### src/rtl/me_pkg.sv
// me_pkg: shared types and width helpers for the motion-estimation search engine.
//   me_state_t : search FSM states (IDLE/RUN/FLUSH/DONE)
//   sad_w/mv_w/r_aw/s_aw : clog2-derived widths from the block parameters
//   mv_of      : candidate offset -> signed motion-vector component
package me_pkg;

  typedef enum logic [1:0] {IDLE, RUN, FLUSH, DONE} me_state_t;

  localparam int ME_N_DEF     = 16;
  localparam int ME_RANGE_DEF = 8;
  localparam int ME_LANES_DEF = 4;
  localparam int ME_PIX_W_DEF = 8;

  // Exact SAD width: N*N terms of at most 2^PIX_W-1 each.
  function automatic int sad_w(input int pix_w, input int n);
    return pix_w + 2 * $clog2(n);
  endfunction

  function automatic int mv_w(input int range);
    return $clog2(range) + 1;
  endfunction

  function automatic int r_aw(input int n);
    return $clog2(n * n);
  endfunction

  function automatic int s_aw(input int n, input int range);
    return $clog2((n + 2 * range) * (n + 2 * range));
  endfunction

  // Window offset 0..2R-1 maps to vector -R..R-1.
  function automatic int mv_of(input int off, input int range);
    return off - range;
  endfunction

endpackage

### src/rtl/me_sad_lane.sv
// me_sad_lane: one candidate lane. Absolute difference of reference and
// window pixel, loaded on the first pixel of a group, accumulated otherwise.
//   clock, reset_n : clock, synchronous active-low reset
//   en             : pixel valid this cycle
//   first          : first pixel of a group (load instead of add)
//   r, s           : reference / window pixel
//   sum            : accumulator value including this cycle's pixel
module me_sad_lane #(
  parameter int PIX_W = 8,
  parameter int SAD_W = 16
) (
  input  logic             clock,
  input  logic             reset_n,
  input  logic             en,
  input  logic             first,
  input  logic [PIX_W-1:0] r,
  input  logic [PIX_W-1:0] s,
  output logic [SAD_W-1:0] sum
);

  logic [PIX_W:0]   diff;
  logic [SAD_W-1:0] acc;

  assign diff = (r >= s) ? ({1'b0, r} - {1'b0, s}) : ({1'b0, s} - {1'b0, r});
  assign sum  = first ? SAD_W'(diff) : acc + SAD_W'(diff);

  always_ff @(posedge clock) begin
    if (!reset_n)  acc <= '0;
    else if (en)   acc <= sum;
  end

endmodule

### src/rtl/me_search_engine.sv
// me_search_engine: full-search block-matching motion estimator.
// Scans oy, then groups of LANES x-offsets, then every pixel of the block;
// one pixel position per cycle, LANES candidates in parallel. Each group's
// lane totals are snapshotted on its last pixel and compared the next cycle.
//   clock, reset_n   : clock, synchronous active-low reset
//   start/busy/done  : search handshake (done is a one-cycle pulse)
//   r_addr/r_data    : reference block read port (combinational read)
//   s_addr/s_data    : search window read port, LANES pixels wide
//   best_sad, mv_x, mv_y : minimum SAD and its signed motion vector
// Optional: define ME_ZERO_BIAS_EN to let the zero vector win on SAD ties.
module me_search_engine import me_pkg::*; #(
  parameter int N     = ME_N_DEF,
  parameter int RANGE = ME_RANGE_DEF,
  parameter int LANES = ME_LANES_DEF,
  parameter int PIX_W = ME_PIX_W_DEF
) (
  input  logic                        clock,
  input  logic                        reset_n,
  input  logic                        start,
  output logic                        busy,
  output logic                        done,
  output logic [r_aw(N)-1:0]          r_addr,
  input  logic [PIX_W-1:0]            r_data,
  output logic [s_aw(N, RANGE)-1:0]   s_addr,
  input  logic [LANES*PIX_W-1:0]      s_data,
  output logic [sad_w(PIX_W, N)-1:0]  best_sad,
  output logic [mv_w(RANGE)-1:0]      mv_x,
  output logic [mv_w(RANGE)-1:0]      mv_y
);

  localparam int SW    = N + 2 * RANGE;
  localparam int SAD_W = sad_w(PIX_W, N);
  localparam int MV_W  = mv_w(RANGE);
  localparam int SAW   = s_aw(N, RANGE);
  localparam int JW    = $clog2(N);
  localparam int OW    = $clog2(2 * RANGE);
  localparam int NG    = 2 * RANGE / LANES;

  me_state_t state;
  logic [JW-1:0] i_cnt, j_cnt;
  logic [OW-1:0] g_cnt, oy_cnt, snap_g, snap_oy;
  logic          snap_vld;
  logic [LANES-1:0][SAD_W-1:0] lane_sum, snap_sad;

  logic run, first_pix, last_pix, last_grp, last_row;

  assign run       = (state == RUN);
  assign first_pix = (i_cnt == '0) && (j_cnt == '0);
  assign last_pix  = &{i_cnt, j_cnt};
  assign last_grp  = (g_cnt == OW'(NG - 1));
  assign last_row  = &oy_cnt;

  // N is a power of two, so i*N+j is a plain concatenation.
  assign r_addr = {i_cnt, j_cnt};
  assign s_addr = SAW'((int'(oy_cnt) + int'(i_cnt)) * SW
                       + int'(g_cnt) * LANES + int'(j_cnt));

  for (genvar k = 0; k < LANES; k++) begin : g_lane
    me_sad_lane #(.PIX_W(PIX_W), .SAD_W(SAD_W)) u_lane (
      .clock   (clock),
      .reset_n (reset_n),
      .en      (run),
      .first   (first_pix),
      .r       (r_data),
      .s       (s_data[k*PIX_W +: PIX_W]),
      .sum     (lane_sum[k])
    );
  end

  // Lane scan in x order keeps ties with the earliest candidate.
  logic [SAD_W-1:0] cmp_sad;
  logic [MV_W-1:0]  cmp_x, cmp_y;
  logic             win;
  int               cand_ox;

  always_comb begin
    cmp_sad = best_sad;
    cmp_x   = mv_x;
    cmp_y   = mv_y;
    win     = 1'b0;
    cand_ox = 0;
    for (int k = 0; k < LANES; k++) begin
      cand_ox = int'(snap_g) * LANES + k;
      win     = (snap_sad[k] < cmp_sad);
`ifdef ME_ZERO_BIAS_EN
      if (int'(snap_oy) == RANGE && cand_ox == RANGE)
        win = (snap_sad[k] <= cmp_sad);
`endif
      if (win) begin
        cmp_sad = snap_sad[k];
        cmp_x   = MV_W'(mv_of(cand_ox, RANGE));
        cmp_y   = MV_W'(mv_of(int'(snap_oy), RANGE));
      end
    end
  end

  always_ff @(posedge clock) begin
    if (!reset_n) begin
      state    <= IDLE;
      busy     <= 1'b0;
      done     <= 1'b0;
      best_sad <= '1;
      mv_x     <= '0;
      mv_y     <= '0;
      i_cnt    <= '0;
      j_cnt    <= '0;
      g_cnt    <= '0;
      oy_cnt   <= '0;
      snap_vld <= 1'b0;
      snap_g   <= '0;
      snap_oy  <= '0;
      snap_sad <= '0;
    end else begin
      done     <= 1'b0;
      snap_vld <= 1'b0;
      if (snap_vld) begin
        best_sad <= cmp_sad;
        mv_x     <= cmp_x;
        mv_y     <= cmp_y;
      end
      case (state)
        IDLE: if (start) begin
          state    <= RUN;
          busy     <= 1'b1;
          best_sad <= '1;
          i_cnt    <= '0;
          j_cnt    <= '0;
          g_cnt    <= '0;
          oy_cnt   <= '0;
        end
        RUN: begin
          if (last_pix) begin
            snap_vld <= 1'b1;
            snap_sad <= lane_sum;
            snap_g   <= g_cnt;
            snap_oy  <= oy_cnt;
            if (last_grp && last_row) state <= FLUSH;
          end
          j_cnt <= j_cnt + 1'b1;
          if (&j_cnt) begin
            i_cnt <= i_cnt + 1'b1;
            if (&i_cnt) begin
              if (last_grp) begin
                g_cnt  <= '0;
                oy_cnt <= oy_cnt + 1'b1;
              end else begin
                g_cnt  <= g_cnt + 1'b1;
              end
            end
          end
        end
        FLUSH: begin
          state <= DONE;
          busy  <= 1'b0;
          done  <= 1'b1;
        end
        DONE:    state <= IDLE;
        default: state <= IDLE;
      endcase
    end
  end

endmodule

### config.mk
export PLATFORM = sky130hd
export DESIGN_NAME = me_search_engine
export DESIGN_NICKNAME = d
export VERILOG_FILES = /design/src/rtl/me_pkg.sv /design/src/rtl/me_sad_lane.sv /design/src/rtl/me_search_engine.sv
export SDC_FILE = /design/constraint.sdc
export NUM_CORES = 1
export LEC_CHECK = 0
export CAP_MARGIN = 20
export CORE_MARGIN = 5
export CORE_UTILIZATION = 55
export DETAILED_ROUTE_END_ITERATION = 10
export HOLD_SLACK_MARGIN = 0.02
export PLACE_DENSITY = 0.85
export SYNTH_ARGS = -nofsm -noshare
export SYNTH_HDL_FRONTEND = slang
export SYNTH_SLANG_ARGS = --single-unit
### constraint.sdc
create_clock -name clock -period 8 [get_ports clock]
set_clock_uncertainty 0.05 [all_clocks]
set_input_delay 2 -clock clock [delete_from_list [all_inputs] [get_ports clock]]
set_output_delay 2 -clock clock [all_outputs]
set_load 0.02 [all_outputs]
* After elaboration in Yosys (flattened, before gate mapping)
Index checks and enable logic that the tools add are counted.
W data, S select, Z words.
** Storage, ports and cells
- Register bits after elaboration :: 179
- Input bits :: 43
- Output and inout bits :: 44
** Operators by class
- $add $sub $neg :: 27
- Magnitude comparators :: 8
- Equal/unequal tests :: 10
- Muxes and demuxes :: 43
- Reductions and logical operators :: 21
** Operator list (number)
- $mux W16 :: 11
- $sub A8 B8 Y9 :: 8
- $add A16 B9 Y16 :: 4
- $lt A16 B16 Y1 :: 4
- $mux W4 :: 16
- $mux W9 :: 4
- $ge A8 B8 Y1 :: 4
- $pmux W4 S2 :: 4
- $add A4 B1 Y4 const B :: 5
- $sub A4 B4 Y4 const B :: 5
- $reduce_and A4 Y1 :: 4
- $ne A2 B2 Y1 const B :: 6
- $add A10 B4 Y10 :: 1
- $add A10 B6 Y10 :: 1
- $reduce_and A9 Y1 :: 1
- $add A4 B2 Y4 const B :: 2
- $logic_not A4 Y1 :: 2
- $pmux W2 S4 :: 1
- $reduce_and A2 Y1 :: 4
- $reduce_and A8 Y1 :: 1
- $mux W2 :: 3
- $reduce_and A3 Y1 :: 2
- $add A4 B4 Y5 :: 1
- $reduce_and A5 Y1 :: 1
- other kinds (9) :: 14

* Longest topological paths before layout
Gate-level depths: netlist of the first run.
- Word-level depth :: 11
- Mapped depth :: 43

* Modules after synthesis
A second synthesis of the first run with hierarchy kept.
** Second synthesis, totals
- Cell total of the unflattened synthesis :: 2162
- Area total of the unflattened synthesis :: 16448.3 µm²
** By module, submodules not included
- me_search_engine :: times used 1, cells each 878, area an instance 7021.7 µm²
- me_sad_lane (g_lane[0].u_lane ...) :: times used 2, cells each 315, area an instance 2333.5 µm²
- me_sad_lane (g_lane[1].u_lane) :: times used 1, cells each 329, area an instance 2393.5 µm²
- me_sad_lane (g_lane[2].u_lane) :: times used 1, cells each 325, area an instance 2366.0 µm²

* Worst setup path after synthesis of the first run
No wires, ideal clock.
- Kind :: flip-flop to flip-flop
- Start point :: reg best_sad[14]
- End point :: reg best_sad[10]
- Library setup time :: 119 ps
- Arrival time :: 8578 ps
- Slack :: -747 ps
- Cell stages (with the launch flop) :: 42
- Path buffers :: 5
- Cell sequence :: dfxtp_1 inv_1 ha_1 and4_1 nand4_1 o311a_2 nand2_4 buf_1 mux2i_1 ha_1 and4_1 a211oi_1 o221ai_1 o21bai_1 a31oi_4 nand2_1 clkbuf_1 a21oi_1 (+6 left out) a31oi_1 o211a_1 a22o_1 buf_6 buf_6 mux2i_2 ha_1 a21o_1 a21o_1 a21o_1 a211oi_1 o21ai_0 nor4_1 and4_1 a211o_4 nand2_4 buf_6 o221a_2
** On the way
- Longest elaborated chain between the ends :: 11
** RTL lines
- from (decl) :: RTL line me_search_engine.sv:26 : output logic [sad_w(PIX_W, N)-1:0] best_sad,
- from (signal assigned) :: RTL line me_search_engine.sv:117 : best_sad <= cmp_sad;
- $lt A16 B16 Y1 :: RTL line me_search_engine.sv:84 : win = (snap_sad[k] < cmp_sad);
- $mux W16 (*) :: RTL line me_search_engine.sv:89 : if (win) begin
- $lt A16 B16 Y1 :: RTL line me_search_engine.sv:84
- $mux W16 (*) :: RTL line me_search_engine.sv:89
- $lt A16 B16 Y1 :: RTL line me_search_engine.sv:84
- $mux W16 (*) :: RTL line me_search_engine.sv:89
- $lt A16 B16 Y1 :: RTL line me_search_engine.sv:84
- $mux W16 (*) :: RTL line me_search_engine.sv:89
- $mux W16 (*) :: RTL line me_search_engine.sv:116 : if (snap_vld) begin
- $mux W16 :: RTL line me_search_engine.sv:122 : IDLE: if (start) begin
- $mux W16 (*) :: RTL line me_search_engine.sv:121 : case (state)
Mark *: on every way between the ends. The rest lies on a longest branch, timed or not.
A chain may end at the register's enable or synchronous reset.

* Final worst setup path of the first run
- Start point :: reg best_sad[10]
- End point :: reg best_sad[0]
The elaborated chain is that of the path after synthesis.

==> results of run 1 <==
[worst paths after layout]
check | from | endpoint | slack, ns | cells after the start
worst max-delay path | best_sad[10] | best_sad[0] | -0.87 | 43
worst min-delay path | snap_oy[2] | snap_oy[2] | 0.41 | 2
worst max register to register | best_sad[10] | best_sad[0] | -0.87 | 43
worst min register to register | snap_oy[2] | snap_oy[2] | 0.41 | 2
[flip-flops by register name (all words and copies together) (netlist names)]
name / count
snap_g: 2
snap_oy: 4
g_lane.u_lane.acc: 64
state: 2
busy: 1
oy_cnt: 4
best_sad: 16
i_cnt: 4
g_cnt: 4
done: 1
snap_vld: 1
mv_x: 4
mv_y: 4
snap_sad: 64
j_cnt: 4
[per-stage QoR]
step | utilization (%) | cell area [sq um] | setup WS, ns | hold slack (ns)
finish | 69.4 | 17900 | -0.874 | 0.413
global route | 69.4 | 17900 | -0.962 | 0.429
CTS | 67.3 | 17400 | -0.00513 | 0.414
detailed placement | 61.9 | 16000 | -0.318 | 0.394
global placement | 61.9 | 16000 | -0.101 | 0.388
floorplan | - | 14700 | 0.00620 | 0.381
[metal layers]
metal / vias up / global-route usage [%]
met2: 901 / 50.1
met1: 6945 / 38.3
met5: - / 0
met4: 0 / 12.8
met3: 261 / 5.58
li1: 6610 / -
[layout by cell type, fill, tap and decap left out, types with 17 or more instances in the layout]
| master | netlist | routed |
|---|---|---|
| nand2_1 | 177 | 175 |
| a21oi_1 | 187 | 172 |
| dfxtp_1 | 179 | 160 |
| ha_1 | 173 | 143 |
| inv_1 | 152 | 137 |
| nor2_1 | 136 | 120 |
| o21ai_0 | 97 | 93 |
| clkdlybuf4s50_1 | 0 | 85 |
| buf_4 | 2 | 84 |
| xnor2_1 | 61 | 61 |
| nand3_1 | 56 | 53 |
| mux2i_1 | 60 | 45 |
| a21o_1 | 38 | 38 |
| xor2_1 | 29 | 29 |
| ha_4 | 0 | 28 |
| nor3_1 | 29 | 27 |
| a211oi_1 | 26 | 23 |
| o21bai_1 | 24 | 23 |
| nand4_1 | 21 | 21 |
| o21a_1 | 19 | 19 |
| and3_1 | 20 | 18 |
| clkbuf_16 | 0 | 18 |
| nor2b_1 | 17 | 17 |
| o211ai_1 | 17 | 17 |
[area by class of cell]
class,instances,area (sq um)
clock buffers,20,478
clock inverters,12,91.3
fillers,1863,7900
inverters,152,572
multi-input cells,1387,11000
flip-flops and latches,179,3630
well taps,335,419
repair buffers,185,1750
[power groups by stage]
stage / Sequential (mW) / Combinational (mW) / Clock (mW)
5_1_grt: 1.05 / 1.60 / 0.870
3_5_place_dp: 1.05 / 1.40 / 0
3_3_place_gp: 1.05 / 1.34 / 0
2_1_floorplan: 1.05 / 1.06 / 0
4_1_cts: 1.03 / 1.42 / 0.821
6_report: 1.04 / 1.46 / 0.833
[kinds of logic (layout without fill, tap and decap cells)]
family / Yosys count / count (layout) / synth area share, %
compound gates: 501 / 501 / 22.7
xor+xnor: 90 / 90 / 5.50
fa+ha+maj: 187 / 187 / 17.1
buf+inv: 235 / 369 / 6.38
flops: 179 / 179 / 25.0
mux: 82 / 82 / 6.05
simple gates: 525 / 527 / 17.3
[critical path: cells and delay by family (launching register included)]
kind / cells / cell delay (ns)
AO/OA/AOI/OAI: 16 / 3.41
buffers and inverters: 8 / 0.93
flip-flops: 1 / 0.35
AND/OR/NAND/NOR: 13 / 2.27
adder cells (fa/ha/maj): 4 / 1.03
multiplexers: 2 / 0.68
[timing repair]
item / in CTS / in global routing
gates cloned: 5 / 0
setup endpoints to repair: 24 / 24
pin swaps: 44 / 34
resized for setup: 79 / 78
buffers inserted: 24 / 15
==> out/metrics.yaml, run 1 <==
route.detailed.drc: 0
die-area_sq_um: 29400
p_seq_share_pct: 31.1
layout-drive-gt1-share_pct: 17.1
status: "complete, but fails checks"
finalCriticalPeriod_ns: 8.87
die_x_microns: 171
cts_made_buffers: 17
crit_required_ns: 8.27
dr.pass1.iters: 9
initial_utilization_pct: 55.5
highest_layer: "met4"
dp_hpwl_mm: 31.3
met1_length_mm: 19.1
cts_hold_buf: 0
route.met3.wl_mm: 4.97
yosysMostFrequentCell: "a21oi_1"
synth_area_sq_um: 14300
p_sw_mw: 1.37
fin_cells: 2270
yosysUniqueCellTypes: 77
numPortBuffers: 86
synthToLayoutAreaGrowth_pct: 25.2
power_frac_comb_pct: 43.9
core_sq_um: 25800
grt_max_degree: 79
max_stage_delay_ns: 0.46
syn_avg_cell_area_sq_um: 7.97
clk_pin_slew_ns: 0.08
synth_seq_area_share_pct: 25.0
path_max_fanout: 7
n_antenna_cell: 0
worstSetupEndpointType: "flip-flop"
p_int_mw: 1.96
grt_pass1_wl_mm: 71.8
swShare_pct: 41.0
met2_length_mm: 22.7
crit_type: "flip-flop to flip-flop"
setup_viol: 24
cts_tree: "built"
dieHeight_microns: 171
cts_root_buf: "clkbuf_16"
cts.sinks: 179
max_freq_ghz: 0.113
placed_cells: 2194
cts-htree-levels: 4
fin_ws_ns: -0.874
wl_mm: 49.8
crit_path_top_delay_cell: "o311a_4"
vias: 14700
netlist_top_cells_count: "a21oi_1, dfxtp_1, nand2_1, ha_1, inv_1"
rows: 59
grt_pass1_vias: 14000
nets: 2152
synth_flop_cell: "dfxtp_1"
wl_per_cell_microns: 21.9
synth.top_cell.area_share_pct: 25.0
fin_tns_setup_ns: -19.35
grt_use_total_pct: 30.1
power_per_cell_area_nw_per_um2: 186
cp-start-kind: "flip-flop"
clk_path_buf_depth: 2
violations: "negative setup slack"
drv_cap: 0
worstSkewPairLatency_ns: 0.46
period_share_pct: 111
ys_seq_elements: 179
finalWeightedCongestion: 0.970
synth-async-reset-ratio_pct: 0
timing.critical_path.mode_cell: "a21o_1"
ant_nets: 0
peakVddDrop_uv: 182
synth_top_cell_by_area: "dfxtp_1"
drt_iter0_drc: 1324
hold_path_class: "flip-flop to flip-flop"
synth.net_count: 2029
avgViaCountPerCell: 6.48
clkPwrFrac_pct: 25.0
antenna_found_initial: 0
synth_warnings: 0
synthTopCellsByArea: "dfxtp_1, ha_1, a21oi_1, nand2_1, mux2i_1"
drv_slew: 0
slew_headroom_pct: 25.0
finalHoldViolCount: 0
finalPower_mw: 3.33
tightestPinTransition_ns: 1.12
p_leak_nw: 7.41
arrival_ns: 9.14
rsz0062_at_grt: "yes"
syn_inst: 1799
grt_overflow_total: 0
synth_edf_count: 0
ios: 87
No activity file was read; power rests on OpenSTA's default activity.
==> run 2: changes to the inputs <==
==> constraint.sdc (replaced) <==
create_clock -name clock -period 8 [get_ports clock]
set_clock_uncertainty 0.05 [all_clocks]
set_input_delay 2 -clock clock [delete_from_list [all_inputs] [get_ports clock]]
set_output_delay 2 -clock clock [all_outputs]
set_load 0.01 [all_outputs]
==> out/metrics.yaml, run 2 (synthesized netlist as in run 1, its figures left out) <==
cts_hold_buf: 0  # unchanged
dp_hpwl_mm: 33.0  # was 31.3 mm
slew_headroom_pct: 31.2  # was 25.0%
core_sq_um: 25800  # unchanged
peakVddDrop_uv: 162  # was 182 uV
clk_path_buf_depth: 2  # unchanged
crit_end: "best_sad[0]"  # unchanged
area.sequential_sq_um: 3600  # was 3630 sq um
max_freq_ghz: 0.118  # was 0.113 GHz
rr_startpoint: "best_sad[14]"  # was best_sad[10]
numPortBuffers: 86  # unchanged
n_antenna_cell: 0  # unchanged
ant_nets: 0  # unchanged
power_per_cell_area_nw_per_um2: 187  # was 186 nW/um^2
avgViaCountPerCell: 6.23  # was 6.48
arrival_ns: 8.75  # was 9.14 ns
utilization_pct: 69.7  # was 69.4%
most-common-layout-cells: "nand2_1, a21oi_1, dfxtp_1, ha_1, inv_1"  # unchanged
synthToLayoutAreaGrowth_pct: 25.7  # was 25.2%
die-area_sq_um: 29400  # unchanged
multiInputGateArea_sq_um: 10900  # was 11000 sq um
tightestPinTransition_ns: 1.03  # was 1.12 ns
setup_viol: 24  # unchanged
worstSkewPairLatency_ns: 0.44  # was 0.46 ns
finalPower_mw: 3.36  # was 3.33 mW
cts-htree-levels: 4  # unchanged
route.detailed.drc: 0  # unchanged
dieHeight_microns: 171  # unchanged
path_max_fanout: 7  # unchanged
nets: 2166  # was 2152
vias: 14200  # was 14700
r2r_setup_slack_ns: -0.48  # was -0.87 ns
violations: "negative setup slack"  # unchanged
max_stage_delay_ns: 0.42  # was 0.46 ns
crit_type: "flip-flop to flip-flop"  # unchanged
drt_iter0_drc: 1267  # was 1324
reg2reg_to: "best_sad[0]"  # unchanged
hold_path_class: "flip-flop to flip-flop"  # unchanged
grt_use_total_pct: 28.5  # was 30.1%
rows: 59  # unchanged
die_x_microns: 171  # unchanged
fillers: 1957  # was 1863
grt_pass1_vias: 12800  # was 14000
timing.critical_path.mode_cell: "a21o_1"  # unchanged
fin_tns_setup_ns: -8.45  # was -19.35 ns
drv_slew: 0  # unchanged
p_leak_nw: 7.54  # was 7.41 nW
final_common_cell: "nand2_1"  # unchanged
crit_path_top_delay_cell: "mux2i_1"  # was o311a_4
finalCriticalPeriod_ns: 8.48  # was 8.87 ns
wl_per_cell_microns: 20.2  # was 21.9 microns
period_share_pct: 106  # was 111%
rsz0062_at_grt: "yes"  # unchanged
cts_tree: "built"  # unchanged
crit_required_ns: 8.27  # about the same
r2r_cells: 43  # unchanged
layout-drive-gt1-share_pct: 16.5  # was 17.1%
top_regs: "g_lane.u_lane.acc: 64 flops, snap_sad: 64 flops, best_sad: 16 flops"  # unchanged
worstSetupEndpointType: "flip-flop"  # unchanged
crit_start: "best_sad[14]"  # was best_sad[10]
drv_cap: 0  # unchanged
dr.pass1.iters: 8  # was 9
clk_pin_slew_ns: 0.07  # was 0.08 ns
cts.sinks: 179  # unchanged
initial_utilization_pct: 55.5  # unchanged
ios: 87  # unchanged
cts_made_buffers: 17  # unchanged
grt_pass1_wl_mm: 67.4  # was 71.8 mm
holdWs_ns: 0.414  # was 0.413 ns
status: "complete, but fails checks"  # unchanged
antenna_found_initial: 1  # was 0
cts_root_buf: "clkbuf_16"  # unchanged
finalHoldViolCount: 0  # unchanged
cp-start-kind: "flip-flop"  # unchanged
grt_max_degree: 103  # was 79
grt_overflow_total: 0  # unchanged
fin_ws_ns: -0.475  # was -0.874 ns
wl_mm: 46.1  # was 49.8 mm
finalWeightedCongestion: 0.978  # was 0.970
==> run 2: cell count changes in the layout (fill, tap and decap cells not counted), moves of 5 or more <==
| cell | before | now |
|---|---|---|
| buf_4 | 84 | 96 |
| inv_1 | 137 | 142 |
| dfxtp_4 | 8 | 2 |
| dfxtp_1 | 160 | 167 |
| clkinv_2 | 5 | 0 |
| buf_12 | 4 | 10 |
| nor2_1 | 120 | 128 |
| mux2i_1 | 45 | 40 |
| nor2_4 | 7 | 1 |
==> run 2: metal layers <==
metal  GRT usage, %  up-vias  part of all wire, %
met1           38.6     6791                   42
met3           4.50      125                  7.5
met2           46.1      649                   47
li1               -     6650                    -
met4           10.0        2                  3.5
met5              0        -                0.043
==> run 2: worst min-delay path by stage <==
stage | startpoint | cells past startpoint | slack [ns] | endpoint
floorplan | snap_g[1] | 2 | 0.38 | snap_g[1]
global placement | snap_oy[3] | 2 | 0.39 | snap_oy[3]
detailed placement | snap_oy[3] | 2 | 0.39 | snap_oy[3]
CTS | snap_oy[3] | 2 | 0.40 | snap_oy[3]
global route | snap_oy[2] | 2 | 0.43 | snap_oy[2]
finish | mv_y[2] | 2 | 0.41 | mv_y[2]
==> run 2: area by class of cell <==
class                      count  area share [%]
multi-input combinational   1386            60.3
sequential                   179            20.0
timing repair buffer         200            10.7
inverter                     152            3.17
clock buffer                  19            2.51
tap                          335            2.33
clock inverter                12           0.924
==> run 2: through the flow <==
stage          worst slack, ns  cells  area (sq um)
6_report                -0.475   2283         18000
3_3_place_gp            -0.132   2216         16200
5_1_grt                 -0.590   2283         18000
2_1_floorplan           0.0112   1799         14600
4_1_cts                0.00283   2248         16900
3_5_place_dp            -0.268   2216         16200
==> run 2: critical path: cells and delay by family (launching register included) <==
kind / cells / cell delay [ns]
and+or+nand+nor: 17 / 3.00
muxes: 2 / 0.58
AOI/OAI and AO/OA: 12 / 2.45
DFF: 1 / 0.35
buffers and inverters: 8 / 0.88
adders and majority gates: 4 / 1.03
==> run 2: power breakdown <==
group	switching [mW]	internal, mW
logic	0.882	0.551
clock network	0.378	0.513
registers	0.0582	0.979
==> run 2: repair_timing <==
item	4_1_cts	5_1_grt
pin swaps	6	45
setup endpoints to repair	24	24
gates resized for setup	11	115
buffers inserted	1	30
gates cloned	0	5
